**src/rtl/cla8_pipe_adder.sv**
```systemverilog
// cla8_pipe_adder: two-stage pipelined 8-bit carry-lookahead add/subtract unit.
//
// Stage 1 registers bit propagate/generate terms, the effective carry-in and the
// operand sign bits. Between the stages, two nibble lookahead groups built from
// NAND-NAND (AND-OR) terms produce every carry. Stage 2 registers the sum and the
// flags and holds them until the consumer accepts.
//
// Ports:
//   clk, rst             rising-edge clock, synchronous active-high reset
//   in_valid / in_ready  upstream handshake; in_ready is combinational from out_ready
//   in_a, in_b           operands
//   in_cin               carry-in, ignored when in_sub = 1
//   in_sub               1 = A - B (B inverted, carry-in forced to 1)
//   out_valid/out_ready  downstream handshake
//   out_sum              result, modulo 256
//   out_cout             carry-out; for subtract, 1 means no borrow
//   out_ovf              signed overflow
//   out_zero, out_neg    out_sum == 0, out_sum[7]
//   op_count             completed output transfers, saturating
//
// Only WIDTH = 8 is supported: the lookahead is two fixed nibble groups.

module cla8_pipe_adder #(
  parameter int unsigned WIDTH   = 8,
  parameter int unsigned COUNT_W = 16
) (
  input  logic               clk,
  input  logic               rst,
  input  logic               in_valid,
  output logic               in_ready,
  input  logic [WIDTH-1:0]   in_a,
  input  logic [WIDTH-1:0]   in_b,
  input  logic               in_cin,
  input  logic               in_sub,
  output logic               out_valid,
  input  logic               out_ready,
  output logic [WIDTH-1:0]   out_sum,
  output logic               out_cout,
  output logic               out_ovf,
  output logic               out_zero,
  output logic               out_neg,
  output logic [COUNT_W-1:0] op_count
);

  // Lookahead result of one nibble: group generate/propagate plus the three
  // carries internal to the nibble (c1..c3 relative to its carry-in).
  typedef struct packed {
    logic       gg;
    logic       gp;
    logic [2:0] c;
  } nib_la_t;

  // Cell-level primitives; the lookahead is expressed only in these gates.
  function automatic logic nand2(input logic a, input logic b);
    return ~(a & b);
  endfunction

  function automatic logic nand3(input logic a, input logic b, input logic c);
    return ~(a & b & c);
  endfunction

  function automatic logic nand5(input logic a, input logic b, input logic c,
                                 input logic d, input logic e);
    return ~(a & b & c & d & e);
  endfunction

  // Four-bit lookahead. Each carry is an AND-OR sum realised as NAND-NAND; a
  // single-literal term enters the outer NAND inverted (nand2(x, x) = ~x), and
  // unused NAND5 inputs are tied high.
  function automatic nib_la_t nib_lookahead(input logic [3:0] p, input logic [3:0] g,
                                            input logic cin);
    nib_la_t r;
    logic    gp_n;
    // c1 = g0 | p0 cin
    r.c[0] = nand2(nand2(g[0], g[0]), nand2(p[0], cin));
    // c2 = g1 | p1 g0 | p1 p0 cin
    r.c[1] = nand3(nand2(g[1], g[1]), nand2(p[1], g[0]), nand3(p[1], p[0], cin));
    // c3 = g2 | p2 g1 | p2 p1 g0 | p2 p1 p0 cin
    r.c[2] = nand5(nand2(g[2], g[2]), nand2(p[2], g[1]), nand3(p[2], p[1], g[0]),
                   nand5(p[2], p[1], p[0], cin, 1'b1), 1'b1);
    // GG = g3 | p3 g2 | p3 p2 g1 | p3 p2 p1 g0
    r.gg   = nand5(nand2(g[3], g[3]), nand2(p[3], g[2]), nand3(p[3], p[2], g[1]),
                   nand5(p[3], p[2], p[1], g[0], 1'b1), 1'b1);
    // GP = p3 p2 p1 p0
    gp_n   = nand5(p[3], p[2], p[1], p[0], 1'b1);
    r.gp   = nand2(gp_n, gp_n);
    return r;
  endfunction

  // Carry out of a nibble: GG | GP cin.
  function automatic logic group_carry(input logic gg, input logic gp, input logic cin);
    return nand2(nand2(gg, gg), nand2(gp, cin));
  endfunction

  // Handshake / advance.
  logic s1_valid_q, s2_valid_q;
  logic s1_adv, s2_adv, in_xfer, out_xfer;

  always_comb begin
    s2_adv   = ~s2_valid_q | out_ready;
    s1_adv   = ~s1_valid_q | s2_adv;
    in_xfer  = in_valid & s1_adv;
    out_xfer = s2_valid_q & out_ready;
  end

  assign in_ready = s1_adv;

  // Stage 1: operand conditioning.
  logic [7:0] s1_p_q, s1_g_q;
  logic       s1_c0_q, s1_a7_q, s1_b7_q;
  logic [7:0] b_eff;
  logic       c0_eff;

  always_comb begin
    b_eff  = in_sub ? ~in_b : in_b;
    c0_eff = in_sub ? 1'b1 : in_cin;
  end

  always_ff @(posedge clk) begin
    if (rst) begin
      s1_valid_q <= 1'b0;
      s1_p_q     <= '0;
      s1_g_q     <= '0;
      s1_c0_q    <= 1'b0;
      s1_a7_q    <= 1'b0;
      s1_b7_q    <= 1'b0;
    end else if (s1_adv) begin
      s1_valid_q <= in_xfer;
      if (in_xfer) begin
        s1_p_q  <= in_a ^ b_eff;
        s1_g_q  <= in_a & b_eff;
        s1_c0_q <= c0_eff;
        s1_a7_q <= in_a[7];
        s1_b7_q <= b_eff[7];
      end
    end
  end

  // Lookahead between the stages. The high nibble takes c4 from the low group
  // signals, so no carry ripples across the nibble boundary.
  nib_la_t    la_lo, la_hi;
  logic [8:0] carry;
  logic [7:0] sum_d;
  logic       cout_d, ovf_d, zero_d, neg_d;

  always_comb begin
    la_lo    = nib_lookahead(s1_p_q[3:0], s1_g_q[3:0], s1_c0_q);
    carry[0] = s1_c0_q;
    carry[3:1] = la_lo.c;
    carry[4] = group_carry(la_lo.gg, la_lo.gp, s1_c0_q);
    la_hi    = nib_lookahead(s1_p_q[7:4], s1_g_q[7:4], carry[4]);
    carry[7:5] = la_hi.c;
    carry[8] = group_carry(la_hi.gg, la_hi.gp, carry[4]);

    sum_d[6:0] = s1_p_q[6:0] ^ carry[6:0];
    // The MSB uses the registered sign bits (p7 = a7 ^ b'7).
    sum_d[7]   = s1_a7_q ^ s1_b7_q ^ carry[7];
    cout_d     = carry[8];
    ovf_d      = carry[8] ^ carry[7];
    zero_d     = (sum_d == 8'h00);
    neg_d      = sum_d[7];
  end

  // Stage 2: result register, held while the consumer stalls.
  logic [7:0] s2_sum_q;
  logic       s2_cout_q, s2_ovf_q, s2_zero_q, s2_neg_q;

  always_ff @(posedge clk) begin
    if (rst) begin
      s2_valid_q <= 1'b0;
      s2_sum_q   <= '0;
      s2_cout_q  <= 1'b0;
      s2_ovf_q   <= 1'b0;
      s2_zero_q  <= 1'b0;
      s2_neg_q   <= 1'b0;
    end else if (s2_adv) begin
      s2_valid_q <= s1_valid_q;
      s2_sum_q   <= sum_d;
      s2_cout_q  <= cout_d;
      s2_ovf_q   <= ovf_d;
      s2_zero_q  <= zero_d;
      s2_neg_q   <= neg_d;
    end
  end

  assign out_valid = s2_valid_q;
  assign out_sum   = s2_sum_q;
  assign out_cout  = s2_cout_q;
  assign out_ovf   = s2_ovf_q;
  assign out_zero  = s2_zero_q;
  assign out_neg   = s2_neg_q;

  // Completed-operation counter, sticks at all-ones.
  logic [COUNT_W-1:0] op_count_q;

  always_ff @(posedge clk) begin
    if (rst) begin
      op_count_q <= '0;
    end else if (out_xfer && (op_count_q != '1)) begin
      op_count_q <= op_count_q + COUNT_W'(1);
    end
  end

  assign op_count = op_count_q;

endmodule

```
**config.mk**
```make
export PLATFORM = sky130hd
export DESIGN_NAME = cla8_pipe_adder
export DESIGN_NICKNAME = d
export VERILOG_FILES = /design/src/rtl/cla8_pipe_adder.sv
export SDC_FILE = /design/constraint.sdc
export NUM_CORES = 1
export LEC_CHECK = 0
export CORE_MARGIN = 4
export CORE_UTILIZATION = 38
export DETAILED_ROUTE_END_ITERATION = 7
export PLACE_DENSITY_LB_ADDON = 0.08
export SLEW_MARGIN = 15
export SYNTH_ARGS = -nofsm -noshare
export SYNTH_HDL_FRONTEND = slang
export SYNTH_SLANG_ARGS = --single-unit
```
**constraint.sdc**
```tcl
create_clock -name clk -period 2.2 [get_ports clk]
set_input_delay 0.55 -clock clk [delete_from_list [all_inputs] [get_ports clk]]
set_output_delay 0.55 -clock clk [all_outputs]
set_load 0.05 [all_outputs]
```
# [Word-level counts from Yosys, hierarchy flattened]
# Index checks and enable logic that the tools add are counted.
[totals] regBits=49 input_bits=22 out_inout_bits=30
[op_classes] mux=2 n_reduce_logical=3 n_eq_ne=1 addsub=1 bitwise=101
[op_table] cell="AND 1 bit" n=54
[op_table] cell="inverter 1 bit" n=38
[op_table] cell="adder 16 x 1 -> 16 bit (second input constant)" n=1
[op_table] cell="inequality test 16 bit (second input constant)" n=1
[op_table] cell="AND 8 bit" n=1
[op_table] cell="zero test 8 bit" n=1
[op_table] cell="two-way mux 8 bit" n=1
[op_table] cell="inverter 8 bit" n=1
[op_table] cell="XOR 8 bit" n=1
[op_table] cell="XOR 7 bit" n=1
[op_table] cell="XOR 1 bit" n=3
[op_table] cell="bitwise OR 1 bit" n=2
[op_table] cell="AND reduction 2 bit" n=1
[op_table] cell="logical AND 1 bit" n=1
[op_table] cell="two-way mux 1 bit" n=1

# [Depth between registers and ports, before layout]
[logic_depth] word_depth=13 mapped_depth=8

# [Least setup slack after synthesis]
# Ideal clock, no wire load.
[synth_path] path_kind="register -> register" from="register s1_g_q[1]" to="register s2_zero_q (netlist: out_zero)" synth_period_minus_slack_ns=2.304 stages_incl_launch_ff=8 arrival_time_ns=2.220 setup_slack_ns=-0.104 path_buffers=0 path_cell_list="dfxtp_1 > a21oi_1 > a2bb2oi_1 > nand2b_1 > ha_1 > or4_1 > or4_1 > o31ai_2"
[synth_between] word_cells_on_any_way=31
[synth_lines] element="from (decl)" line_no="109" text="logic [7:0] s1_p_q, s1_g_q;"
[synth_lines] element="from (signal assigned)" line_no="131" text="s1_g_q <= in_a & b_eff;"
[synth_lines] element="AND 1 bit" line_no="59" text="return ~(a & b & c);"
[synth_lines] element="inverter 1 bit" line_no="59"
[synth_lines] element="AND 1 bit (2 in a row)" line_no="64" text="return ~(a & b & c & d & e);"
[synth_lines] element="AND 1 bit" line_no="55" text="return ~(a & b);"
[synth_lines] element="inverter 1 bit" line_no="55"
[synth_lines] element="XOR 7 bit" line_no="155" text="sum_d[6:0] = s1_p_q[6:0] ^ carry[6:0];"
[synth_lines] element="named net sum_d[4]" line_no="143" text="logic [7:0] sum_d;"
[synth_lines] element="zero test 8 bit" line_no="160" text="zero_d = (sum_d == 8'h00);"
[synth_lines] element="to (signal assigned)" line_no="181" text="s2_zero_q <= zero_d;"
[synth_lines] element="to (decl)" line_no="166" text="logic s2_cout_q, s2_ovf_q, s2_zero_q, s2_neg_q;"
# The timed path passes the listed nets, and every way through them passes these cells.
# A chain may end at the register's enable or synchronous reset.

# [Final worst setup path]
[layout_path] from="register s1_p_q[3]" to="register s2_zero_q (netlist: out_zero)"
[layout_between] word_cells_on_any_way=31
[layout_lines] element="from (decl)" line_no="109"
[layout_lines] element="from (signal assigned)" line_no="130" text="s1_p_q <= in_a ^ b_eff;"
[layout_lines] element="AND 1 bit, on equally long branches" line_no="55, 59, 64"
[layout_lines] element="inverter 1 bit, or another cell as far along" line_no="55"
[layout_lines] element="AND 1 bit or inverter 1 bit (tied branches)" line_no="64, 59"
[layout_lines] element="AND 1 bit, or another cell as far along" line_no="64"
[layout_lines] element="AND 1 bit or inverter 1 bit (tied branches)" line_no="64, 55"
[layout_lines] element="AND 1 bit *" line_no="55"
[layout_lines] element="inverter 1 bit *" line_no="55"
[layout_lines] element="XOR 7 bit *" line_no="155"
[layout_lines] element="named net sum_d[4]" line_no="143"
[layout_lines] element="zero test 8 bit *" line_no="160"
# Mark *: on every way through the listed nets, which the timed path passes. The rest lies on a longest branch.

==> run_summary.xml <==
<?xml version="1.0" encoding="UTF-8"?>
<metrics>
  <group name="timing">
    <metric name="clock.fmax" unit="GHz">0.459</metric>
    <metric name="hold_viol_final" unit="">0</metric>
    <metric name="worstMarginPinSlew" unit="ps">508</metric>
    <metric name="rsz0062_at_grt" unit="">yes</metric>
    <metric name="finalMaxSlewViolations" unit="">0</metric>
    <metric name="ratio_of_final_minimum_period_to_clock_period" unit="%">99.0</metric>
    <metric name="worst_hold_margin" unit="ps">459</metric>
    <metric name="worst_clock_skew" unit="ps">5.91</metric>
    <metric name="period_needed" unit="ps">2180</metric>
    <metric name="total_setup_violations_reported_at_the_end_of_the_flow" unit="">0</metric>
    <metric name="setup_slack" unit="ps">22.1</metric>
    <metric name="relSlewSlack" unit="%">66.1</metric>
  </group>
  <group name="logic_synthesis">
    <metric name="synth_largest_area_cell" unit="">dfxtp_1</metric>
    <metric name="netlist-cell-type-count" unit="">45</metric>
    <metric name="synthesized_flop_and_latch_total" unit="">48</metric>
    <metric name="yosysTopAreaCellShare" unit="%">40.9</metric>
    <metric name="avgSynthCellArea" unit="um2">8.25</metric>
    <metric name="synth_nets" unit="">318</metric>
    <metric name="synth_top_flop_cell" unit="">dfxtp_1</metric>
    <metric name="synthCells" unit="">285</metric>
    <metric name="netlist_top_cells_count" unit="">57 x nand2_1, 48 x dfxtp_1, 32 x nor2_1</metric>
    <metric name="ys_async_sr_fraction" unit="%">0</metric>
    <metric name="synth.most_common_cell" unit="">nand2_1</metric>
    <metric name="yosysWarnings" unit="">0</metric>
    <metric name="synth-seq-area-share" unit="%">40.9</metric>
    <metric name="synth.area.top_cells" unit="">dfxtp_1 41%, nand2_1 9.1%, a21oi_1 6.6%</metric>
    <metric name="netlist_area" unit="um2">2350</metric>
    <metric name="synth-edff-count" unit="">0</metric>
  </group>
  <group name="worst_setup_path">
    <metric name="worst_ep_arrival_time" unit="ps">2400</metric>
    <metric name="worst_r2r_endpoint" unit="">out_zero</metric>
    <metric name="cp-end-kind" unit="">register</metric>
    <metric name="rrSetupSlack" unit="ps">20</metric>
    <metric name="largest_fanout_on_the_critical_path" unit="">3</metric>
    <metric name="critical_path_class" unit="">register to register</metric>
    <metric name="reg2regPathDepth" unit="">7</metric>
    <metric name="cp-endpoint" unit="">out_zero</metric>
    <metric name="worstSetupStartpoint" unit="">s1_p_q[3]</metric>
    <metric name="startpoint_class" unit="">register</metric>
    <metric name="rr_startpoint" unit="">s1_p_q[3]</metric>
    <metric name="cp.required" unit="ps">2420</metric>
  </group>
  <group name="placed_design">
    <metric name="place_area" unit="um2">3090</metric>
    <metric name="io_buffer_count" unit="">51</metric>
    <metric name="hpwlAfterDp" unit="mm">4.05</metric>
    <metric name="place_congestion" unit="">0.803</metric>
    <metric name="dp_slack" unit="ps">-75.1</metric>
  </group>
  <group name="clock_tree">
    <metric name="cts.clk_slew.worst_paths" unit="ps">90</metric>
    <metric name="cts-root-to-sink-buffers" unit="">2</metric>
    <metric name="clockRootBuffer" unit="">clkbuf_8</metric>
    <metric name="worst_skew_pair.late_latency" unit="ps">300</metric>
    <metric name="cts-buffers-inserted" unit="">5</metric>
    <metric name="post-cts-setup-buffers" unit="">0</metric>
    <metric name="clock_sink_count" unit="">48</metric>
    <metric name="cts-hold-fix-buffers" unit="">0</metric>
    <metric name="cts_tree" unit="">built</metric>
    <metric name="htreeDepth" unit="">2</metric>
  </group>
  <group name="global_route">
    <metric name="grt_pass1_vias" unit="">1950</metric>
    <metric name="first_pass_grt_wire_length" unit="mm">9.11</metric>
    <metric name="groute.layer.met3.usage" unit="%">3.61</metric>
    <metric name="global_route.usage.total" unit="%">15.1</metric>
    <metric name="number_of_antenna_violations_at_the_first_check_in_global_routing" unit="">0</metric>
    <metric name="globalRouteOverflowTotal" unit="">0</metric>
    <metric name="grt_start_max_net_pins" unit="">49</metric>
    <metric name="grt_use_met2" unit="%">25.7</metric>
    <metric name="top_usage_layer" unit="">met2</metric>
    <metric name="groute.layer.met1.usage" unit="%">19.2</metric>
  </group>
  <group name="route">
    <metric name="drt-vias-per-instance" unit="">4.92</metric>
    <metric name="drt-initial-drc-count" unit="">58</metric>
    <metric name="routed_wl" unit="mm">5.40</metric>
    <metric name="drt_pass1_iterations" unit="">4</metric>
    <metric name="wire_per_inst" unit="um">12.6</metric>
    <metric name="detail_route.drc_violations" unit="">0</metric>
    <metric name="via_count" unit="">2099</metric>
    <metric name="drt.antenna.violating_nets" unit="">0</metric>
  </group>
  <group name="cells_and_area">
    <metric name="num-nets-final" unit="">384</metric>
    <metric name="final_layout_size_suffix_gt1_share" unit="%">13.1</metric>
    <metric name="fillerInstances" unit="">626</metric>
    <metric name="finish.utilization" unit="%">53.8</metric>
    <metric name="flow.area_growth_from_synthesis" unit="%">36.4</metric>
    <metric name="antenna_cells_inserted" unit="">0</metric>
    <metric name="final_design_area_no_fill" unit="um2">3210</metric>
  </group>
  <group name="flow_run">
    <metric name="drv_cap" unit="">0</metric>
  </group>
  <group name="floorplanning">
    <metric name="floorplan.io_pins" unit="">52</metric>
    <metric name="die-area" unit="um2">7510</metric>
    <metric name="die_x" unit="um">86.7</metric>
    <metric name="floorplan.rows" unit="">28</metric>
    <metric name="die-height" unit="um">86.7</metric>
    <metric name="core-area" unit="um2">5960</metric>
    <metric name="initial_core_util" unit="%">39.5</metric>
  </group>
  <group name="pwr">
    <metric name="worst_ir_drop_vdd" unit="mV">0.265</metric>
    <metric name="cellLeakagePower" unit="nW">1.22</metric>
    <metric name="pwr_density_cell" unit="nW/um2">584</metric>
  </group>
  <group name="worst_hold_path">
    <metric name="hold_path.class" unit="">register to register</metric>
  </group>
  <group name="outcome">
    <metric name="status" unit="">complete, no violations</metric>
  </group>
</metrics>
layout by cell type (no fill, tap or decap), types with 2 or more instances in the layout:
| cell | Yosys | routed |
|---|---|---|
| dfxtp_2 | 0 | 2 |
| inv_1 | 3 | 3 |
| xnor2_1 | 15 | 15 |
| mux2i_1 | 2 | 2 |
| a21oi_1 | 31 | 30 |
| nand2b_1 | 2 | 2 |
| nand2_1 | 57 | 57 |
| nor3_1 | 9 | 9 |
| ha_1 | 11 | 10 |
| a31oi_1 | 2 | 2 |
| clkinv_2 | 0 | 2 |
| clkdlybuf4s50_1 | 0 | 49 |
| o21ai_0 | 2 | 2 |
| nand4_1 | 3 | 3 |
| nor2_1 | 32 | 32 |
| buf_4 | 1 | 22 |
| dfxtp_1 | 48 | 46 |
| clkbuf_8 | 0 | 6 |
| xor2_1 | 11 | 11 |
| a211oi_1 | 8 | 8 |
| nand3_1 | 4 | 4 |
| and4bb_2 | 2 | 2 |
| and3_1 | 3 | 3 |
| and4_1 | 2 | 2 |
| buf_12 | 0 | 2 |
critical path: stages (launching register included):
cell and delay, ps:
dfxtp_2 340, and3_1 190, a2bb2oi_2 150, nand2b_1 100, ha_4 230, or4_1 490
or4_4 420, o31ai_2 180
per-stage QoR:
step           setup TNS (ps)  power [mW]  instances
2_1_floorplan               0        1.19        285
3_3_place_gp            -43.1        1.34        419
3_5_place_dp            -75.1        1.34        419
4_1_cts                 -27.7        1.88        427
5_1_grt                 -65.5        1.97        427
6_report                    0        1.87        427
timing repair:
action	4_1_cts	5_1_grt
cloned	0	0
endpoints found under the hold margin	0	0
setup endpoints to repair	1	2
pin swaps	0	2
gates resized for setup	0	5
registers in the layout, summed over array words and instances (netlist names), 7 cells and up:
| name | count |
|---|---|
| op_count | 16 |
| out_sum | 7 |
| s1_g_q | 8 |
| s1_p_q | 8 |
layout make-up:
type | count | area [um2] | share of cell area, %
clock buffer | 6 | 82.6 | 2.58
inverter | 3 | 11.3 | 0.351
clock inverter | 2 | 10.0 | 0.312
sequential | 48 | 963 | 30.0
multi-input combinational | 219 | 1340 | 41.7
timing repair buffer | 74 | 708 | 22.1
tap | 75 | 93.8 | 2.93
layer usage:
metal,share of wire [%],wire length (um)
met2,48,2620
met5,0,0
met3,4.9,262
met1,46,2470
met4,0.95,51
cell families after synthesis:
| logic type | count (synthesis) | synth area share (%) |
|---|---|---|
| simple gates | 125 | 24.6 |
| compound gates | 55 | 14.8 |
| flops | 48 | 40.9 |
| xor+xnor | 26 | 9.69 |
| buf+inv | 18 | 3.35 |
| fa+ha+maj | 11 | 5.85 |
| mux | 2 | 0.852 |
worst min path at each step:
stage | from | to | slack (ps) | cells past startpoint
6_report | out_sum[2] | out_sum[2] | 460 | 2
5_1_grt | out_sum[5] | out_sum[5] | 480 | 2
4_1_cts | out_sum[2] | out_sum[2] | 460 | 2
3_5_place_dp | out_sum[2] | out_sum[2] | 450 | 2
3_3_place_gp | out_sum[1] | out_sum[1] | 450 | 2
2_1_floorplan | s1_g_q[3] | s1_g_q[3] | 440 | 2
power by group:
group          internal [mW]  switching (mW)
combinational          0.175           0.207
sequential             0.912          0.0344
clock                  0.251           0.294
total                   1.34           0.535
(Power assumes the default switching activity.)
